### config.mk
export PLATFORM = sky130hd
export DESIGN_NAME = vc_input_buffer
export DESIGN_NICKNAME = d
export VERILOG_FILES = /design/src/rtl/vc_input_buffer.sv
export SDC_FILE = /design/constraint.sdc
export NUM_CORES = 1
export LEC_CHECK = 0
export CAP_MARGIN = 20
export CORE_MARGIN = 8
export CORE_UTILIZATION = 55
export CTS_CLUSTER_SIZE = 30
export DETAILED_ROUTE_END_ITERATION = 6
export PLACE_DENSITY = 0.77
export RECOVER_POWER = 100
export SYNTH_ARGS = -nofsm -noshare
export SYNTH_HDL_FRONTEND = slang
export SYNTH_SLANG_ARGS = --single-unit
### constraint.sdc
create_clock -name clk -period 3.15 [get_ports clk]
set_input_delay 0.63 -clock clk [delete_from_list [all_inputs] [get_ports clk]]
set_output_delay 0.63 -clock clk [all_outputs]
set_load 0.03 [all_outputs]
### src/rtl/vc_input_buffer.sv
// vc_input_buffer: per-input-port virtual-channel buffer feeding the VC arbiter.
// Incoming words are steered by their VC tag bit into one of two independent
// circular FIFOs. Each FIFO head is presented first-word-fall-through along with
// occupancy-derived status flags.
//
// Handshake: a word is offered when push=1 at a rising edge. It is accepted if its
// VC FIFO has room, or if that FIFO is full and is popped in the same cycle;
// otherwise it is dropped and overflow_err latches. pop_vcX=1 at a rising edge
// consumes the current data_vcX head when the FIFO is non-empty; a pop on an empty
// FIFO is ignored and latches underflow_err. Both pops may be asserted together.
// There is no ready signal. The source must honour pause, which asserts as soon as
// either VC reaches the almost-full threshold.
module vc_input_buffer #(
  parameter int DATA_WIDTH   = 5,
  parameter int DEPTH        = 8,
  parameter int ALMOST_FULL  = 6,
  parameter int ALMOST_EMPTY = 1
) (
  input  logic                     clk,
  input  logic                     reset_L,
  input  logic                     push,
  input  logic [DATA_WIDTH:0]      data_in,
  input  logic                     pop_vc0,
  input  logic                     pop_vc1,
  output logic [DATA_WIDTH-1:0]    data_vc0,
  output logic [DATA_WIDTH-1:0]    data_vc1,
  output logic                     empty_vc0,
  output logic                     empty_vc1,
  output logic                     full_vc0,
  output logic                     full_vc1,
  output logic                     almost_full_vc0,
  output logic                     almost_full_vc1,
  output logic                     almost_empty_vc0,
  output logic                     almost_empty_vc1,
  output logic                     pause,
  output logic [$clog2(DEPTH):0]   count_vc0,
  output logic [$clog2(DEPTH):0]   count_vc1,
  output logic                     overflow_err,
  output logic                     underflow_err
);

  localparam int PW = $clog2(DEPTH);
  localparam int CW = PW + 1;

  // Per-VC views exported from the generate loop.
  logic [CW-1:0]         countArr [2];
  logic [DATA_WIDTH-1:0] headArr  [2];
  logic                  ovfHit   [2];
  logic                  udfHit   [2];

  for (genvar v = 0; v < 2; v++) begin : gVc
    logic [PW-1:0]         wrPtr;
    logic [PW-1:0]         rdPtr;
    logic [CW-1:0]         count;
    logic [DATA_WIDTH-1:0] mem [DEPTH];
    logic                  pushHit;
    logic                  popReq;
    logic                  isEmpty;
    logic                  isFull;
    logic                  popOk;
    logic                  pushOk;

    assign pushHit = push && (data_in[DATA_WIDTH] == 1'(v));
    assign popReq  = (v == 0) ? pop_vc0 : pop_vc1;
    assign isEmpty = (count == '0);
    assign isFull  = (count == CW'(DEPTH));
    // A full FIFO that is popped in the same cycle frees the slot the push needs.
    assign popOk   = popReq && !isEmpty;
    assign pushOk  = pushHit && (!isFull || popOk);

    assign ovfHit[v]   = pushHit && isFull && !popReq;
    assign udfHit[v]   = popReq && isEmpty;
    assign countArr[v] = count;
    assign headArr[v]  = isEmpty ? '0 : mem[rdPtr];

    // Payload storage; contents are deliberately left out of reset.
    always_ff @(posedge clk) begin
      if (pushOk) mem[wrPtr] <= data_in[DATA_WIDTH-1:0];
    end

    // Pointers wrap naturally because DEPTH is a power of two; count tracks occupancy.
    always_ff @(posedge clk or negedge reset_L) begin
      if (!reset_L) begin
        wrPtr <= '0;
        rdPtr <= '0;
        count <= '0;
      end else begin
        if (pushOk) wrPtr <= wrPtr + PW'(1);
        if (popOk)  rdPtr <= rdPtr + PW'(1);
        unique case ({pushOk, popOk})
          2'b10:   count <= count + CW'(1);
          2'b01:   count <= count - CW'(1);
          default: count <= count;
        endcase
      end
    end
  end

  // Sticky error flags, cleared only by reset.
  always_ff @(posedge clk or negedge reset_L) begin
    if (!reset_L) begin
      overflow_err  <= 1'b0;
      underflow_err <= 1'b0;
    end else begin
      if (ovfHit[0] || ovfHit[1]) overflow_err  <= 1'b1;
      if (udfHit[0] || udfHit[1]) underflow_err <= 1'b1;
    end
  end

  // Status outputs are pure functions of the registered counts.
  assign count_vc0        = countArr[0];
  assign count_vc1        = countArr[1];
  assign data_vc0         = headArr[0];
  assign data_vc1         = headArr[1];
  assign empty_vc0        = (countArr[0] == '0);
  assign empty_vc1        = (countArr[1] == '0);
  assign full_vc0         = (countArr[0] == CW'(DEPTH));
  assign full_vc1         = (countArr[1] == CW'(DEPTH));
  assign almost_full_vc0  = (countArr[0] >= CW'(ALMOST_FULL));
  assign almost_full_vc1  = (countArr[1] >= CW'(ALMOST_FULL));
  assign almost_empty_vc0 = (countArr[0] <= CW'(ALMOST_EMPTY));
  assign almost_empty_vc1 = (countArr[1] <= CW'(ALMOST_EMPTY));
  assign pause            = almost_full_vc0 || almost_full_vc1;

endmodule

Word-level counts from Yosys, hierarchy flattened
Memories as Yosys holds them, arrays and structs flattened. Cells that the tools add are included.

Order comparisons: 4. Equality and inequality tests: 6. Shifts and indexed selects: 0. $mul: 0. $add $sub $neg: 8. Div/mod/pow operators: 0. Muxes and demuxes: 8. Bitwise logic cells: 1. Reduce and logical (&&, ||, !) cells: 27.

Operator list (count): case mux 4 bit (2 select lines) (2); adder 3 x 1 -> 3 bit, second input constant (4); logical AND 1 bit (12); 2-to-1 mux 5 bit (2); adder 4 x 1 -> 4 bit, second input constant (2); equality test 4 bit, second input constant (2); >= comparator 4 x 3 -> 1 bit, second input constant (2); less-or-equal comparator 4 x 1 -> 1 bit, second input constant (2); zero test 4 bit (2); subtractor 4 x 1 -> 4 bit, second input constant (2); zero test 1 bit (6); logical OR 1 bit (5); equality test 2 x 1 -> 1 bit, second input constant (2); equality test 2 bit, second input constant (2); 2-to-1 mux 1 bit (4); nonzero test 2 bit (2); NOT 1 bit (1).

RAM bits: 80. Latch bits: 0. Register bits after elaboration: 22. Word-level logic and storage cells: 64. Bits of input ports: 11. ROM bits: 0. Memories kept: 2.

Memories: gVc[0].mem (depth 8, width 5, read ports 1, clocked after Yosys merged registers in 0, wr ports 1, line 55) `logic [DATA_WIDTH-1:0] mem [DEPTH];`; gVc[1].mem (depth 8, width 5, read ports 1, clocked after Yosys merged registers in 0, wr ports 1, line 55).

Longest topological paths before layout
Gate-level depths: netlist (run 1).

Depth in word-level cells: 7. Depth in mapped cells: 8. Gate-level depth less buffers: 7.

Least setup slack after synthesis (run 1)
Ideal clock, no wire load.

Path type: reg-to-output. From: register gVc[1].count[1], in the netlist count_vc1[1]. To: output data_vc1[0]. Required time: 2.520 ns. Path buffers: 0. Arrival: 1.892 ns. Cell stages (with the launch flop): 5. Path slack: 0.628 ns. Cell sequence: dfrtp_1 > inv_1 > ha_1 > nor3b_2 > nor2_1.

Cells in the longest elaborated chain, start to end: 2.

RTL lines: start, declared (line 54) `logic [CW-1:0] count;`; start signal, assigned (line 91) `2'b10: count <= count + CW'(1);`; start signal, assigned (line 92) `2'b01: count <= count - CW'(1);`; start signal, assigned (line 93) `default: count <= count;`; zero test 4 bit; named net empty_vc1 (line 28) `output logic empty_vc1,`; 2-to-1 mux 5 bit (line 74) `assign headArr[v] = isEmpty ? '0 : mem[rdPtr];`; end, declared (line 26) `output logic [DATA_WIDTH-1:0] data_vc1,`.

The timed path passes the listed nets, and every way through them passes these cells.

Worst setup path in the final report (run 1)
From: register gVc[0].rdPtr[0]. To: output data_vc0[3].

Cells in the longest elaborated chain, start to end: 2.

RTL lines: start, declared (line 53) `logic [PW-1:0] rdPtr;`; start signal, assigned (line 89) `if (popOk) rdPtr <= rdPtr + PW'(1);`; memory read (8 x 5 bit); 2-to-1 mux 5 bit (line 74); end, declared (line 25) `output logic [DATA_WIDTH-1:0] data_vc0,`.

No other way between the ends.

==> reports/qor.yml, run 1 <==
leakage_nw: 1.834
setup_tns_ns: 0
regArea_sq_mm: 0.002953
hp-class: "flip-flop to flip-flop"
p_per_area_mw_per_mm2: 929.7
dieArea_sq_mm: 0.01125
drtPass1Iterations: 4
synth_edf_count: 80
hpwlAfterDp_mm: 5.911
synth_cell_types: 41
cp-end-kind: "primary output"
worstSetupPathType: "flip-flop to primary output"
yosys.area_share.xor_xnor_pct: 3.140
synth_compound_area_share_pct: 3.056
cts_root_buffer: "clkbuf_8"
cap_violations: 0
nFillCells: 594
multi_input_area_sq_mm: 0.001421
synth_largest_area_cell: "edfxtp_1"
syn2layout_area_growth_pct: 15.76
min_period_ns: 3.007
vias: 2519
io_buffers: 39
ant_nets: 0
timing.rr.start: "count_vc1[1]"
crit_start: "gVc[0].rdPtr[0]"
crit_required_ns: 2.52
holdPathStages: 1
synth_flop_cell: "edfxtp_1"
status: "completed"
rsz0062_at_grt: "no"
row_count: 33
ios: 40
critPathMaxFanout: 12
diodes: 0
period_share_pct: 95.46
worstPathArrival_ns: 2.38
crit_chain: "buf_4 > mux4_2 > mux2i_1 > nor2_1 > clkdlybuf4s50_1"
worst_slew_pin_slew_ns: 1.224
pre_cts_slack_ns: 0.3491
syn_avg_cell_area_sq_um: 15.71
synth_nets: 307
core_sq_mm: 0.008051
synthArstFlopShare_pct: 21.57
post-synth-top-count-cell: "edfxtp_1"
clock_sinks: 102
synth_top_area_share_pct: 53.83
max_slew_margin_pct: 18.43
dp_cells: 428
layout-drive-gt1-share_pct: 13.78
cts_made_buffers: 9
antenna_found_initial: 0
grt_max_degree: 23
ff2ff_setup_slack_ns: 0.59
viasPerCell: 5.648
slew_violations: 0
fin_cells: 446
synthesis.area_sq_mm: 0.004463
synth_adder_area_share_pct: 3.364
die_y_um: 106.1
chipWidth_um: 106.1
worstRegToRegCells: 8
synth-simple-area-share_pct: 9.280
critPathLaunchType: "flip-flop"
clock.fmax_mhz: 332.6
min_to: "overflow_err"
dr.first_iter.drc_count: 101
synth-seq-cells: 102
yosysWarnings: 0
critical-path-max-stage-delay_ns: 0.64
r2r-end: "count_vc1[3]"
cpMaxStageDelayCell: "clkdlybuf4s50_1"
vdd_drop_max_v: 0.0003607
setup_violations: 0
nNetsFinal: 359
worstHoldStart: "overflow_err"
fin_ws_ns: 0.1430
cts_tree: "done"
power_mw: 4.803
gr-usage-all-layers_pct: 15.19
synth_top_family_by_area: "multiplexers"
gp_congestion: 0.7845
wl_per_cell_um: 18.36
wl_mm: 8.189
cts.path.max_buffers: 2
clock_skew_ns: 0.005321
synth_cells: 284
synth_area_leaders: "edfxtp_1, dfrtp_1, mux4_2"
clk_latency_ns: 0.36
clk_pin_slew_worst_paths_ns: 0.10
ys_seq_area_share_pct: 66.16
first_global_vias: 2571
grt-ovfl-total: 0
grt_pass1_wl_mm: 13.18
start_util_pct: 55.43
drc: 0
final_hold_viol_count: 0
synth_top_cells_by_count: "edfxtp_1, nand2_1, dfrtp_1"
synth_mux_area_share_pct: 12.81
cts.htree.levels: 3
power by group:
part | leakage [nW] | switching (mW) | internal [mW]
Sequential | 0.980 | 0.318 | 1.67
Combinational | 0.772 | 1.11 | 0.948
Clock | 0.0818 | 0.455 | 0.295
Total | 1.83 | 1.89 | 2.92
layer usage:
layer / vias up / share of wire, % / global-route usage [%]
li1: 1165 / - / -
met1: 1252 / 42 / 18.13
met2: 84 / 51 / 25.07
met3: 18 / 5.0 / 3.025
met4: 0 / 2.6 / 9.146
met5: - / 0 / 0
repair_timing:
action	in CTS	in global routing
hold buffers	0	0
hold endpoints to repair	0	0
setup buffers	0	2
resized for setup	2	1
setup endpoints to repair	10	8
through the flow:
stage	util, %	area, sq um	hold slack (ns)
5_1_grt	64.16	5166	0.5167
3_5_place_dp	62.24	5011	0.4670
2_1_floorplan	-	4463	0.3344
4_1_cts	64.62	5202	0.4882
6_report	64.16	5166	0.4781
3_3_place_gp	62.24	5011	0.4396
worst max-delay path, delay by kind of cell, from the launching register on:
family	cells	cell delay (ns)
buffers and inverters	2	0.89
flip-flops	1	0.35
AND/OR/NAND/NOR	1	0.07
multiplexers	2	0.70
cell families (layout without fill, tap and decap cells):
kind of cell / count (synthesis) / count (layout)
DFF: 102 / 102
and+or+nand+nor: 81 / 81
muxes: 32 / 32
AOI/OAI and AO/OA: 21 / 21
buffers and inverters: 20 / 77
xor gates and xnor gates: 16 / 16
adders and majority gates: 12 / 12
placed cells by master, fill, tap and decap left out, drive strengths merged, types with 11 or more instances in the layout:
cell,synthesis,layout
mux4,20,20
dfrtp,22,22
nor2,20,20
dlygate4sd3,0,24
nand2,23,23
clkdlybuf4s50,0,14
ha,12,12
clkbuf,4,23
edfxtp,80,80
mux2i,11,11
xnor2,12,12
worst max path at each step:
stage	endpoint	slack, ns	cells past startpoint
final	data_vc0[3]	0.14	5
after global routing	data_vc0[3]	0.02	5
after CTS	empty_vc1	0.08	4
after detailed placement	empty_vc1	0.35	4
after global placement	empty_vc1	0.43	4
after floorplan	data_vc1[0]	0.63	4
layout make-up:
| type | instances | area share (%) |
|---|---|---|
| Inverter | 7 | 0.5086 |
| Timing Repair Buffer | 54 | 8.816 |
| Sequential cell | 102 | 57.16 |
| Clock inverter | 7 | 1.066 |
| Clock buffer | 9 | 2.398 |
| Tap cell | 105 | 2.543 |
| Multi-Input combinational cell | 162 | 27.51 |
state kept, by name (all words and copies together) (netlist names):
signal,flops
gVc.wrPtr,6
gVc.rdPtr,6
gVc.mem,80
overflow_err,1
count_vc0,4
count_vc1,4
underflow_err,1
Note: power is estimated with default switching activity, not from simulation.
==> run 2: changes to the inputs <==
--- a/config.mk
+++ b/config.mk
@@ -5,11 +5,12 @@
 export SDC_FILE = /design/constraint.sdc
 export NUM_CORES = 1
 export LEC_CHECK = 0
-export CAP_MARGIN = 20
+export CAP_MARGIN = 5
 export CORE_MARGIN = 8
 export CORE_UTILIZATION = 55
 export CTS_CLUSTER_SIZE = 30
 export DETAILED_ROUTE_END_ITERATION = 6
+export GPL_TIMING_DRIVEN = 0
 export PLACE_DENSITY = 0.77
 export RECOVER_POWER = 100
 export SYNTH_ARGS = -nofsm -noshare
==> reports/qor.yml, run 2 (same netlist as run 1, synthesis figures left out) <==
status: "completed"
utilization_pct: 64.16  # unchanged
vdd_drop_max_v: 0.0003132  # -13%
clock.fmax_mhz: 326.9  # -1.7%
vias: 2521  # +0.079%
cp-end-kind: "primary output"
row_count: 33  # unchanged
die_y_um: 106.1  # unchanged
drtPass1Iterations: 4  # unchanged
worstPathArrival_ns: 2.43  # +0.05 ns
setup_tns_ns: 0  # unchanged
hp-class: "flip-flop to flip-flop"
reg_top3: "gVc.mem x80, gVc.rdPtr x6, gVc.wrPtr x6"
clk_latency_ns: 0.36  # about the same
max_slew_margin_pct: 25.06  # +6.6 points
antenna_found_initial: 0  # unchanged
cp.depth: 5  # unchanged
ios: 40  # unchanged
hpwlAfterDp_mm: 5.702  # -3.5%
top_register: "gVc.mem"
period_share_pct: 97.13  # +1.7 points
final_hold_viol_count: 0  # unchanged
first_global_vias: 2530  # -1.6%
wl_per_cell_um: 18.03  # -1.8%
crit_chain: "buf_4 > mux4_2 > mux2i_1 > nor2_1 > dlygate4sd3_1"
chipWidth_um: 106.1  # unchanged
grt_pass1_wl_mm: 12.97  # -1.6%
layout_commonest_cell: "edfxtp_1"
cts_tree: "done"
path_delay_family: "buffers and inverters"
clock_skew_ns: 0.01459  # +0.009271 ns
crit_required_ns: 2.52  # about the same
grt-ovfl-total: 0  # unchanged
cts_root_buffer: "clkbuf_8"
clock_sinks: 102  # unchanged
slew_violations: 0  # unchanged
critical_path_buf_inv_count: 2  # unchanged
ff2ff_setup_slack_ns: 0.43  # -0.16 ns
gr-usage-all-layers_pct: 14.66  # -0.53 points
leakage_nw: 1.849  # +0.82%
place_area_sq_mm: 0.004975  # -0.72%
final_cell_mix: "edfxtp_1, dlygate4sd3_1, nand2_1"
drc: 0  # unchanged
final_area_sq_mm: 0.005166  # unchanged
nNetsFinal: 358  # -0.28%
ant_nets: 0  # unchanged
dr.first_iter.drc_count: 105  # +4.0%
dieArea_sq_mm: 0.01125  # unchanged
viasPerCell: 5.678  # +0.53%
p_per_area_mw_per_mm2: 933.4  # +0.39%
worst_slew_pin_slew_ns: 1.114  # -0.1098 ns
rsz0062_at_grt: "no"
timing.rr.start: "count_vc0[1]"
cts.htree.levels: 3  # unchanged
core_sq_mm: 0.008051  # unchanged
syn2layout_area_growth_pct: 15.76  # unchanged
critPathLaunchType: "flip-flop"
cap_violations: 0  # unchanged
r2r-end: "gVc[0].mem[0][0]"
wl_mm: 8.006  # -2.2%
crit_start: "gVc[1].rdPtr[0]"
cpMaxStageDelayCell: "dlygate4sd3_1"
grt_max_degree: 23  # unchanged
setup_violations: 0  # unchanged
worstRegToRegCells: 5  # -3
cts_made_buffers: 9  # unchanged
io_buffers: 38  # -2.6%
nFillCells: 589  # -0.84%
critPathMaxFanout: 10  # -2
cp-endpoint: "data_vc1[3]"
worstSetupPathType: "flip-flop to primary output"
clk_pin_slew_worst_paths_ns: 0.09  # about the same
power_mw: 4.822  # +0.39%
cts.path.max_buffers: 2  # unchanged
diodes: 0  # unchanged
start_util_pct: 55.43  # unchanged
largest_reg_flops: 80  # unchanged
layout-drive-gt1-share_pct: 15.34  # +1.6 points
critical-path-max-stage-delay_ns: 0.70  # +0.06 ns
gp_congestion: 0.7588  # -3.3%
min_period_ns: 3.059  # +0.05245 ns
## run 2: cell types whose count changed in the layout (fill, tap and decap cells not counted), moves of 2 or more
cell	previous run	this run
buf_4	2	4
clkbuf_2	0	2
buf_2	0	3
clkbuf_1	12	5
clkbuf_4	2	0
## run 2: worst register-to-register path: stages, from the launching register on
cell and delay [ns]:
dfrtp_1 0.49, inv_1 0.10, ha_1 0.27, nand3b_1 0.19
o21ai_0 0.32, nor4_1 0.96
## run 2: power by group
| group | internal, mW | total [mW] | switching (mW) |
|---|---|---|---|
| Combinational | 0.983 | 2.22 | 1.24 |
| Clock | 0.290 | 0.735 | 0.445 |
| Sequential | 1.68 | 1.86 | 0.186 |
| Total | 2.95 | 4.82 | 1.87 |
## run 2: per-layer routing
| metal | track usage [%] | share of wire (%) | up-vias |
|---|---|---|---|
| met3 | 2.601 | 5.6 | 7 |
| met2 | 24.22 | 51 | 76 |
| met1 | 18.58 | 43 | 1269 |
| met4 | 6.533 | 0.97 | 0 |
| li1 | - | - | 1169 |
| met5 | 0 | 0 | - |
## run 2: worst min path at each step
stage / from / to / slack (ns) / depth (start not counted)
floorplan: reset_L / count_vc0[0] / 0.33 / 0
global placement: overflow_err / overflow_err / 0.44 / 1
detailed placement: overflow_err / overflow_err / 0.45 / 1
CTS: overflow_err / overflow_err / 0.47 / 1
finish: overflow_err / overflow_err / 0.46 / 1
global route: overflow_err / overflow_err / 0.49 / 1
## run 2: area by class of cell
cell class	instances	area [sq um]	area share (%)
sequential	102	2953	57.16
tap	105	131.4	2.543
multi-input combinational	163	1431	27.71
timing repair buffer	39	384.1	7.435
inverter	7	26.28	0.5086
clock buffer	9	123.9	2.398
buffer	13	70.07	1.356
clock inverter	6	46.29	0.8961
## run 2: what timing repair did
| item | 4_1_cts | 5_1_grt |
|---|---|---|
| pin swaps | 0 | 0 |
| gates resized for setup | 4 | 4 |
| hold buffers | 0 | 0 |
| buffers inserted | 0 | 1 |
| gates cloned | 0 | 1 |
| endpoints found under the setup margin | 12 | 9 |
## run 2: stage by stage
stage	setup WS, ns	std cells	hold WS (ns)
global placement	0.09298	427	0.4379
global route	0.002969	444	0.4938
finish	0.09050	444	0.4589
floorplan	0.6282	284	0.3344
CTS	0.02813	442	0.4705
detailed placement	0.06146	427	0.4518
